File: src/rtl/updown_game_core.sv
// updown_game_core: up/down number-guessing game core.
// An LFSR supplies secret candidates that are rejection-sampled into 1..NUM_MAX.
// Guesses are validated, compared and counted against an attempt budget, and the
// round ends in WIN or LOSE. `start` begins or restarts a round from any state.
// Optional feature macro: UPDOWN_HINT_RANGE_EN adds narrowing lo_bound/hi_bound
// hints and rejects guesses outside them.
module updown_game_core #(
  parameter int          NUM_W     = 7,
  parameter int          NUM_MAX   = 99,
  parameter int          MAX_TRIES = 7,
  parameter logic [15:0] LFSR_SEED = 16'hACE1,
  localparam int         TRY_W     = $clog2(MAX_TRIES + 1)
) (
  input  logic             clk,
  input  logic             reset,
  input  logic             start,
  input  logic             guess_trigger,
  input  logic [NUM_W-1:0] user_number,
  output logic [1:0]       result,
  output logic             result_valid,
  output logic             guess_reject,
  output logic [TRY_W-1:0] tries_used,
  output logic             busy,
  output logic             game_over,
  output logic             game_won,
  output logic [NUM_W-1:0] actual_number_out
`ifdef UPDOWN_HINT_RANGE_EN
  ,
  output logic [NUM_W-1:0] lo_bound,
  output logic [NUM_W-1:0] hi_bound
`endif
);

  typedef enum logic [2:0] {
    S_IDLE,
    S_GEN,
    S_PLAY,
    S_WIN,
    S_LOSE
  } state_t;

  // An all-zero seed would lock the LFSR, so it is swapped for the default.
  localparam logic [15:0]      SEED     = (LFSR_SEED == 16'h0000) ? 16'hACE1 : LFSR_SEED;
  localparam logic [NUM_W-1:0] MAX_N    = NUM_W'(NUM_MAX);
  localparam logic [NUM_W-1:0] ONE_N    = NUM_W'(1);
  localparam logic [TRY_W-1:0] TRY_LAST = TRY_W'(MAX_TRIES);
  localparam logic [TRY_W-1:0] TRY_ONE  = TRY_W'(1);

  localparam logic [1:0] RES_NONE = 2'b00;
  localparam logic [1:0] RES_UP   = 2'b01;
  localparam logic [1:0] RES_DOWN = 2'b10;
  localparam logic [1:0] RES_HIT  = 2'b11;

  state_t           state;
  logic [15:0]      lfsr;
  logic             lfsr_fb;
  logic [NUM_W-1:0] secret;
  logic [NUM_W-1:0] candidate;
  logic             cand_ok;
  logic             guess_ok;
  logic             guess_hit;
  logic             guess_low;
  logic [TRY_W-1:0] tries_next;

  assign lfsr_fb    = lfsr[15] ^ lfsr[13] ^ lfsr[12] ^ lfsr[10];
  assign candidate  = lfsr[NUM_W-1:0];
  assign cand_ok    = (candidate != '0) && (candidate <= MAX_N);
  assign guess_hit  = (user_number == secret);
  assign guess_low  = (user_number < secret);
  assign tries_next = tries_used + TRY_ONE;

`ifdef UPDOWN_HINT_RANGE_EN
  assign guess_ok = (user_number != '0) && (user_number <= MAX_N) &&
                    (user_number >= lo_bound) && (user_number <= hi_bound);
`else
  assign guess_ok = (user_number != '0) && (user_number <= MAX_N);
`endif

  assign actual_number_out = secret;

  // Free-running Fibonacci LFSR; it keeps stepping between rounds so each round
  // draws from a different point of the sequence.
  always_ff @(posedge clk) begin
    if (reset) lfsr <= SEED;
    else       lfsr <= {lfsr[14:0], lfsr_fb};
  end

  // Game FSM: round sequencing, guess evaluation and all registered outputs.
  always_ff @(posedge clk) begin
    if (reset) begin
      state        <= S_IDLE;
      secret       <= '0;
      result       <= RES_NONE;
      result_valid <= 1'b0;
      guess_reject <= 1'b0;
      tries_used   <= '0;
      busy         <= 1'b0;
      game_over    <= 1'b0;
      game_won     <= 1'b0;
`ifdef UPDOWN_HINT_RANGE_EN
      lo_bound     <= ONE_N;
      hi_bound     <= MAX_N;
`endif
    end else begin
      result_valid <= 1'b0;
      guess_reject <= 1'b0;
      if (start) begin
        // start has priority over everything, including a same-cycle guess.
        state      <= S_GEN;
        result     <= RES_NONE;
        tries_used <= '0;
        busy       <= 1'b1;
        game_over  <= 1'b0;
        game_won   <= 1'b0;
`ifdef UPDOWN_HINT_RANGE_EN
        lo_bound   <= ONE_N;
        hi_bound   <= MAX_N;
`endif
      end else begin
        case (state)
          S_GEN: begin
            // Rejection sampling keeps the secret uniform over the legal range.
            if (cand_ok) begin
              secret <= candidate;
              state  <= S_PLAY;
            end
          end
          S_PLAY: begin
            if (guess_trigger) begin
              if (!guess_ok) begin
                guess_reject <= 1'b1;
              end else begin
                result_valid <= 1'b1;
                tries_used   <= tries_next;
                if (guess_hit) begin
                  result    <= RES_HIT;
                  state     <= S_WIN;
                  busy      <= 1'b0;
                  game_over <= 1'b1;
                  game_won  <= 1'b1;
                end else begin
                  result <= guess_low ? RES_UP : RES_DOWN;
`ifdef UPDOWN_HINT_RANGE_EN
                  if (guess_low) lo_bound <= user_number + ONE_N;
                  else           hi_bound <= user_number - ONE_N;
`endif
                  if (tries_next == TRY_LAST) begin
                    state     <= S_LOSE;
                    busy      <= 1'b0;
                    game_over <= 1'b1;
                  end
                end
              end
            end
          end
          default: begin
            // IDLE, WIN and LOSE hold their outputs until start.
          end
        endcase
      end
    end
  end

endmodule

File: config.mk
export PLATFORM = sky130hd
export DESIGN_NAME = updown_game_core
export DESIGN_NICKNAME = d
export VERILOG_FILES = /design/src/rtl/updown_game_core.sv
export SDC_FILE = /design/constraint.sdc
export NUM_CORES = 1
export LEC_CHECK = 0
export CAP_MARGIN = 10
export CELL_PAD_IN_SITES_DETAIL_PLACEMENT = 0
export CELL_PAD_IN_SITES_GLOBAL_PLACEMENT = 1
export CORE_UTILIZATION = 42
export CTS_CLUSTER_DIAMETER = 100
export DETAILED_ROUTE_END_ITERATION = 6
export PLACE_DENSITY = 0.93
export SLEW_MARGIN = 20
export SYNTH_ARGS = -nofsm -noshare
export SYNTH_HDL_FRONTEND = slang
export SYNTH_SLANG_ARGS = --single-unit
File: constraint.sdc
create_clock -name clk -period 2.7 [get_ports clk]
set_input_delay 0.27 -clock clk [delete_from_list [all_inputs] [get_ports clk]]
set_output_delay 0.27 -clock clk [all_outputs]
set_load 0.005 [all_outputs]
# After elaboration in Yosys (flattened, before gate mapping)
# Cells that the tools add are included.
[totals] mem_count=0 output_inout_bits=17 rom_bits=0 ff_bits=36 ramBits=0 latch_bits=0
[op_classes] mux=19 n_bitwise=6 add_sub_neg=1 n_shift=0 eq_ne=12 n_lt_le_gt_ge=3 n_reduce_logical=20 div=0 n_mul=0
[ops] cell="$mux W3" count=5
[ops] cell="$le A7 B7 Y1 const B" count=2
[ops] cell="$reduce_bool A7 Y1" count=2
[ops] cell="$ne A3 B3 Y1 const B" count=4
[ops] cell="$reduce_and A4 Y1" count=3
[ops] cell="$mux W1" count=11
[ops] cell="$reduce_and A5 Y1" count=2
[ops] cell="$reduce_bool A2 Y1" count=5
[ops] cell="$eq A7 B7 Y1" count=1
[ops] cell="$lt A7 B7 Y1" count=1
[ops] cell="$ne A2 B2 Y1 const B" count=3
[ops] cell="$pmux W3 S2" count=1
[ops] cell="$reduce_and A3 Y1" count=2
[ops] cell="$reduce_bool A3 Y1" count=2
[ops] cell="$mux W2" count=2
[ops] cell="$ne A4 B4 Y1 const B" count=1
[ops] cell="$reduce_or A4 Y1" count=1
[ops] cell="$add A3 B1 Y3 const B" count=1
[ops] cell="$eq A3 B1 Y1 const B" count=1
[ops] cell="$eq A3 B2 Y1 const B" count=1
[ops] cell="$eq A3 B3 Y1 const B" count=1
[ops] cell="$not A1 Y1" count=3
[ops] cell="$xor A1 B1 Y1" count=3
[ops] cell="$logic_and A1 B1 Y1" count=2
[ops] cell="$reduce_or A2 Y1" count=1

# Depth between registers and ports, before layout
# Gate-level depths: netlist of the first run.
[depth] ltp_word=8 mapped_depth=7 mapped_depth_nobuf=7

# Worst setup path after synthesis of the first run
# OpenSTA, ideal clock, no wires.
[synth_path] path_kind="reg2reg" from="register secret[6] (netlist: actual_number_out[6])" to="register busy" arrival_ns=1.423 setup_slack_ns=1.150 period_less_slack_ns=1.550 stages_incl_launch_ff=8 path_buffers=0 path_cell_list="dfxtp_1 -> inv_1 -> ha_1 -> nand4_1 -> o2bb2ai_1 -> nor4b_2 -> and3_1 -> o22ai_1"
[synth_between] elab_chain_cells=6 word_cells_on_any_way=8 cone_classes="1 x eq/ne; 5 x mux; 2 x reduce/logical"
[synth_rtl] item="from (decl)" line_no="57" rtl="logic [NUM_W-1:0] secret;"
[synth_rtl] item="from (signal assigned)" line_no="124" rtl="secret <= candidate;"
[synth_rtl] item="$eq A7 B7 Y1 *" line_no="68" rtl="assign guess_hit = (user_number == secret);"
[synth_rtl] item="$mux W1" line_no="135" rtl="if (guess_hit) begin"
[synth_rtl] item="$mux W1" line_no="130" rtl="if (!guess_ok) begin"
[synth_rtl] item="$mux W1" line_no="129" rtl="if (guess_trigger) begin"
[synth_rtl] item="$mux W1" line_no="120" rtl="case (state)"
[synth_rtl] item="$mux W1" line_no="107" rtl="if (start) begin"
[synth_rtl] item="to (signal assigned)" line_no="112" rtl="busy <= 1'b1;"
[synth_rtl] item="to (signal assigned)" line_no="138" rtl="busy <= 1'b0;"
[synth_rtl] item="to (signal assigned)" line_no="149" rtl="busy <= 1'b0;"
[synth_rtl] item="to (decl)" line_no="23" rtl="output logic busy,"
# Every way passes the cells marked *; elsewhere a longest branch is shown, timed or not. The select of a mux whose other input is x is not followed.
# A chain may end at the register's enable or synchronous reset.

# Worst setup path in the final report of the first run
[layout_path] from="input user_number[5]" to="register busy"
[layout_between] elab_chain_cells=6 word_cells_on_any_way=12 cone_classes="1 x order compare; 1 x eq/ne; 5 x mux; 5 x reduce/logical"
[layout_rtl] item="from (decl)" line_no="18" rtl="input logic [NUM_W-1:0] user_number,"
[layout_rtl] item="parallel branches: the longest is 6 deep, another holds $le A7 B7 Y1"
# Several ways; the timed one is not identified. The select of a mux whose other input is x is not followed.

==> summary.md, run 1 <==
| Metric | Value |
|---|---|
| Status | complete, no violations |
| I/O pins | 28 |
| Overall power | around 1.1 mW |
| Crit Reg-Reg Endpoint | busy |
| Slew margin rel. | 0.707 |
| Via count | about 1100 |
| Starting Density | 0.443 |
| Pin count of the biggest net entering global routing | 27 |
| Max Freq | between 500 and 600 MHz |
| Die Y | between 60 and 70 um |
| DRC | 0 |
| Setup-failing EPs final | 0 |
| Clk buf depth | 2 |
| Post-layout min period | ~1.8 ns |
| CP Buf/Inv Count | 1 |
| Syn Std Cell Area | 1500 um2 |
| # rows | 21 |
| Leak | between 0.7 and 0.8 nW |
| Top FF cell, synth | dfxtp_1 |
| CP startpoint | user_number[5] |
| WP data arrival | roughly 2 ns |
| Hold Crit Class | reg2reg |
| Post-CTS sizing | 0 |
| Detailed Place HPWL | between 2000 and 2500 um |
| Pins Over Slew Limit | 0 |
| Global router's overall resource usage | 0.168 |
| Worst vdd ir | 0.350 mV |
| Delay-heaviest family, CP | simple AND/OR/NAND/NOR gates |
| DIE AREA | about 3800 um2 |
| CTS tree | built |
| Reg2Reg Depth | 7 |
| Hold_buf cts | 0 |
| Clk_skew | around 0.015 ns |
| Grt ovf | 0 |
| Seq cells post-synth | 36 |
| CP Data Required Time | between 2 and 3 ns |
| Vias in the first global route | roughly 1000 |
| Inserted Clock Buffers | 5 |
| Clock latency on the worst-skew pair | 0.34 ns |
| Synth warn | 0 |
| Pwr Density | 555 nW/um2 |
| Area contributors post-synth | dfxtp_1 48%, ha_1 7.5%, mux2i_1 4.7% |
| Syn_area_per_cell | 10.0 um2 |
| Post-CTS setup-driven buffer insertion count | 0 |
| WL final | 2760 um |
| Cell Chain, Critical Path | clkdlybuf4s50_1 -> ha_1 -> nand4_1 -> o2bb2ai_1 -> nor4b_2 -> and3_1 -> o22ai_1 |
| Period utilisation layout | 0.658 |
| Worst setup SP type | input pin |
| Via density | approximately 4.9 |
| IO Port Bufs | 27 |
| GP Congestion | roughly 0.85 |
| Worst setup endpoint | busy |
| Syn nets | 170 |
| Number of stages on the worst setup path | 7 |
| Ant. Diodes | 0 |
| H-tree depth | 2 |
| Antenna viol nets, final | 0 |
| CTS sink cnt | 36 |
| DRT iter0 DRCs | between 50 and 60 |
| Unique masters post-synth | 40 |
| Global-route wire length before repair | between 4000 and 5000 um |
| Maxcap violations | 0 |
| Root Driver | clkbuf_4 |
| Drt wl/cell | between 10 and 15 um |
| Setup Total Neg Slack | 0 ns |
| Hold Fails Final Rpt | 0 |
| Share of the synthesized area in the top cell type | 0.480 |
| Crit path max fanout | 3 |
| # fillers | 304 |
| Initial DRT Pass Iterations | 4 |
| Reg-to-reg slack, setup | 0.93 ns |
| Post-layout net count | around 200 |
| Chip Width | about 60 um |
| WS Path Type | in2reg |
| Worst path slowest cell | clkdlybuf4s50_1 |
| Clk slew on worst S/H paths | ~0.1 ns |
| Slowest stage delay, CP | roughly 0.49 ns |
| Critical path endpoint category | flip-flop |
| Sequential area share after synthesis | 0.480 |
| Area grow syn2layout | 26.4% |
| Post-synth EDFFs | 0 |
| R2R Path Start | actual_number_out[6] |
| RSZ-0062 raised after global routing | false |
| Least-Margin Pin Slew | 0.438 ns |
| Core footprint | around 3400 um2 |
| Syn Inst Count | 150 |
| Initial antenna violation count | 0 |
| Layout cells sized above 1 | 0.137 |
| Largest area contributor in the netlist | dfxtp_1 |
| Ys async rst share | 0 |
## placed cells by master, fill, tap and decap left out, types with 2 or more instances in the layout
cell,count
xnor2_1,2
nor2b_1,9
o21ai_0,2
nand2b_1,2
inv_1,12
o21ai_1,2
nor2_1,14
clkbuf_4,5
a21oi_1,6
clkdlybuf4s50_1,27
xor2_1,4
ha_1,9
dfxtp_1,36
or2_2,8
nor3_1,4
mux2i_1,7
nand2_1,6
## cells in the mapped netlist, types with 2 or more instances
cell type	number
dfxtp_1	36
nor2_1	14
inv_1	12
ha_1	9
nor2b_1	9
or2_2	8
mux2i_1	7
a21oi_1	6
nand2_1	6
nor3_1	4
xor2_1	4
buf_1	2
clkbuf_1	2
nand2b_1	2
o21ai_0	2
o21ai_1	2
xnor2_1	2
## kinds of logic after synthesis
logic type	count (synthesis)	share of synthesized area
buffers and inverters	16	0.0400
and+or+nand+nor	55	0.211
xor gates and xnor gates	6	0.0350
muxes	7	0.0467
DFF	36	0.480
adders and majority gates	9	0.0750
AOI/OAI and AO/OA	21	0.113
## per-layer routing
metal | GRT usage | part of all wire
met1 | 0.201 | 0.48
met3 | 0.0663 | 0.052
met4 | 0.0857 | 0.011
met2 | 0.261 | 0.45
met5 | 0 | 0
## metrics by stage
step                hold WS (ns)  setup WS [ns]  area (um2)  std cells   util
global placement           0.395          0.627        1820        220  0.537
finish                     0.422          0.922        1900        228  0.560
CTS                        0.425          0.935        1900        228  0.560
global route               0.448          0.737        1900        228  0.560
floorplan                  0.389           1.15        1500        150      -
detailed placement         0.399          0.590        1820        220  0.537
## final cells by class
class / count / area (um2) / share of cell area
clock buffers: 6 / 41.3 / 0.0218
clock inverters: 2 / 35.0 / 0.0185
inverters: 12 / 45.0 / 0.0237
multi-input cells: 98 / 721 / 0.380
flip-flops and latches: 36 / 721 / 0.380
well taps: 46 / 57.6 / 0.0303
repair buffers: 28 / 278 / 0.146
## power by group
group / switching (mW) / internal, mW
combinational: 0.0524 / 0.0632
clock: 0.171 / 0.194
sequential: 0.0168 / 0.556
## registers in the layout, summed over array words and instances (netlist names)
name	flops
game_over	1
guess_reject	1
result_valid	1
lfsr	16
tries_used	3
game_won	1
busy	1
actual_number_out	7
result	2
state	3
## worst min path at each step
stage | from | endpoint | slack (ns) | cells after the start
2_1_floorplan | lfsr[9] | lfsr[10] | 0.39 | 1
3_3_place_gp | lfsr[14] | lfsr[15] | 0.40 | 1
3_5_place_dp | lfsr[9] | lfsr[10] | 0.40 | 1
4_1_cts | lfsr[9] | lfsr[10] | 0.42 | 1
5_1_grt | lfsr[9] | lfsr[10] | 0.45 | 1
6_report | lfsr[9] | lfsr[10] | 0.42 | 1
Note: power is estimated with default switching activity, not from simulation.
==> inputs of run 2 (changes only) <==
--- a/config.mk
+++ b/config.mk
@@ -8,10 +8,10 @@
 export CAP_MARGIN = 10
 export CELL_PAD_IN_SITES_DETAIL_PLACEMENT = 0
 export CELL_PAD_IN_SITES_GLOBAL_PLACEMENT = 1
-export CORE_UTILIZATION = 42
+export CORE_UTILIZATION = 39
 export CTS_CLUSTER_DIAMETER = 100
 export DETAILED_ROUTE_END_ITERATION = 6
-export PLACE_DENSITY = 0.93
+export PLACE_DENSITY = 0.88
 export SLEW_MARGIN = 20
 export SYNTH_ARGS = -nofsm -noshare
 export SYNTH_HDL_FRONTEND = slang
==> constraint.sdc (replaced) <==
create_clock -name clk -period 1.7 [get_ports clk]
set_input_delay 0.17 -clock clk [delete_from_list [all_inputs] [get_ports clk]]
set_output_delay 0.17 -clock clk [all_outputs]
set_load 0.005 [all_outputs]
==> run 2 against run 1 <==
- via count rose by 9.4%
- sequential power is 59% higher
- die area increased by 7.4%
- utilization is 1.9 points higher
- cell area is 13% higher
- first-iteration DRC count is 26% lower
- worst setup slack got worse by 0.87 ns
- global-route usage up 1.0 points
- combinational power is 99% higher
- sequential share of layout area decreased by 3.9 points
- flip-flop and latch count did not move
- non-clock buffer count increased by 21
- critical endpoint is now state[1]
==> summary.md, run 2 (synthesized netlist as in run 1, its figures left out) <==
| Metric | Value |
|---|---|
| Via count | approximately 1200 |
| I/O pins | 28 |
| WL final | approximately 3400 um |
| Crit path max fanout | 3 |
| Inserted Clock Buffers | 5 |
| Largest register FFs | 16 |
| DP Cell Count | 241 |
| Least-Margin Pin Slew | approximately 0.30 ns |
| Max Freq | 607 MHz |
| Maxcap violations | 0 |
| Vias in the first global route | ~1300 |
| DRC | 0 |
| Status | complete, no violations |
| Ant. Diodes | 0 |
| Pins Over Slew Limit | 0 |
| DRT iter0 DRCs | 40 |
| Global router's overall resource usage | 0.178 |
| WS Path Type | in2reg |
| Most frequent cells in the layout | 30 x dfxtp_1, 27 x clkdlybuf4s50_1, 22 x buf_4 |
| Antenna viol nets, final | 0 |
| CTS sink cnt | 36 |
| Pin count of the biggest net entering global routing | 26 |
| Post-layout min period | approximately 1.6 ns |
| Final std cells w/o fill | approximately 250 |
| Delay-heaviest family, CP | buffers and inverters |
| # rows | 22 |
| RSZ-0062 raised after global routing | true |
| CTS tree | built |
| Biggest register | lfsr |
| Chip Width | around 64 um |
| GP Congestion | 0.841 |
| Die Y | ~64 um |
| Global-route wire length before repair | between 5000 and 6000 um |
| Final Util | 0.579 |
| CP Data Required Time | around 1.9 ns |
| Worst vdd ir | 0.652 mV |
| Root Driver | clkbuf_8 |
| Clk slew on worst S/H paths | around 0.07 ns |
| Pint | roughly 1.3 mW |
| Detailed Place HPWL | between 2000 and 2500 um |
| Worst setup margin | slightly above 0.05 ns |
| Most common cell after layout, fill and taps aside | dfxtp_1 |
| Clock latency on the worst-skew pair | around 0.29 ns |
| Leak | slightly below 0.9 nW |
| Period utilisation layout | 0.969 |
| Drt wl/cell | 13.4 um |
| Switching Share | 0.251 |
| DIE AREA | just over 4000 um2 |
| Starting Density | 0.407 |
| H-tree depth | 2 |
| Layout cells sized above 1 | 0.300 |
| Critical path endpoint category | flip-flop |
| IO Port Bufs | 27 |
| Area grow syn2layout | 42.3% |
| Slowest stage delay, CP | roughly 0.47 ns |
| Hold Fails Final Rpt | 0 |
| Via density | about 4.8 |
| Setup-failing EPs final | 0 |
| CP Buf/Inv Count | 2 |
| Hold_buf cts | 0 |
| Clk buf depth | 2 |
| Pwr Density | around 810 nW/um2 |
| Post-layout net count | ~220 |
| Worst path slowest cell | clkdlybuf4s50_1 |
| Post-placement setup slack | -0.215 ns |
| Worst setup SP type | input pin |
| P_sw | approximately 440 uW |
| Initial antenna violation count | 0 |
| Grt ovf | 0 |
| Cell Chain, Critical Path | clkdlybuf4s50_1 -> ha_1 -> nand4_1 -> buf_4 -> nor2_1 -> and2b_4 -> o21ai_2 -> o211a_1 |
| Clk_skew | 0.00790 ns |
| Core footprint | roughly 3700 um2 |
| Hold Crit Class | reg2reg |
| Reg power frac | 0.525 |
| Clock group share of total power | 0.342 |
| WP data arrival | approximately 1.9 ns |
| Initial DRT Pass Iterations | 4 |
| Slew margin rel. | 0.798 |
| Logic pwr share | 0.133 |
==> run 2: changes by cell type in the layout (fill, tap and decap cells not counted), moves of 2 or more <==
cell and change:
clkbuf_4 -5, dfxtp_2 +6, inv_1 -2, buf_4 +21, ha_4 +2, inv_2 +2
dfxtp_1 -6, clkbuf_8 +5, ha_1 -2
==> run 2: cell type report <==
type                    instances  area [um2]
repair buffers                 49         435
fillers                       317        1550
multi-input cells              98         779
clock inverters                 3        18.8
well taps                      48        60.1
flip-flops and latches         36         728
clock buffers                   5        68.8
inverters                      12        45.0
==> run 2: layer usage <==
metal | track usage | up-vias | routed length (um)
li1 | - | 607 | -
met5 | 0 | - | 0
met3 | 0.0518 | 12 | 141
met4 | 0.105 | 0 | 138
met1 | 0.199 | 556 | 1460
met2 | 0.298 | 36 | 1610
==> run 2: repair_timing <==
item                       CTS  global route
pin swaps                    0             6
gates resized for setup      1            15
buffers inserted             0             2
setup endpoints to repair    1             6
==> run 2: worst register-to-register path, stage by stage, from the launching register on <==
cell	delay, ns
dfxtp_2	0.36
inv_2	0.05
ha_4	0.26
nand4_1	0.14
buf_4	0.18
nor2_1	0.14
and2b_4	0.22
o21ai_2	0.07
o211a_1	0.17
==> run 2: power groups by stage <==
stage,Sequential [mW],Clock [mW],Combinational (mW)
after global placement,0.926,0,0.208
final,0.910,0.593,0.231
after global routing,0.915,0.648,0.253
after detailed placement,0.927,0,0.217
after floorplan,0.922,0,0.114
after CTS,0.908,0.610,0.219
==> run 2: final timing paths <==
check,slack [ns],cells past startpoint,from,end
hold / removal,0.41,1,lfsr[14],lfsr[15]
setup reg to reg,0.05,8,actual_number_out[5],state[1]
hold reg to reg,0.41,1,lfsr[14],lfsr[15]
setup / recovery,0.05,8,user_number[3],state[1]
==> run 2: per-stage QoR <==
stage / hold slack, ns / setup TNS (ns) / instance area (um2) / power, mW
2_1_floorplan: 0.296 / 0 / 1500 / 1.04
3_3_place_gp: 0.396 / -1.33 / 1970 / 1.13
3_5_place_dp: 0.398 / -1.69 / 1970 / 1.14
4_1_cts: 0.416 / 0 / 2060 / 1.74
5_1_grt: 0.430 / -0.174 / 2140 / 1.82
6_report: 0.414 / 0 / 2140 / 1.73
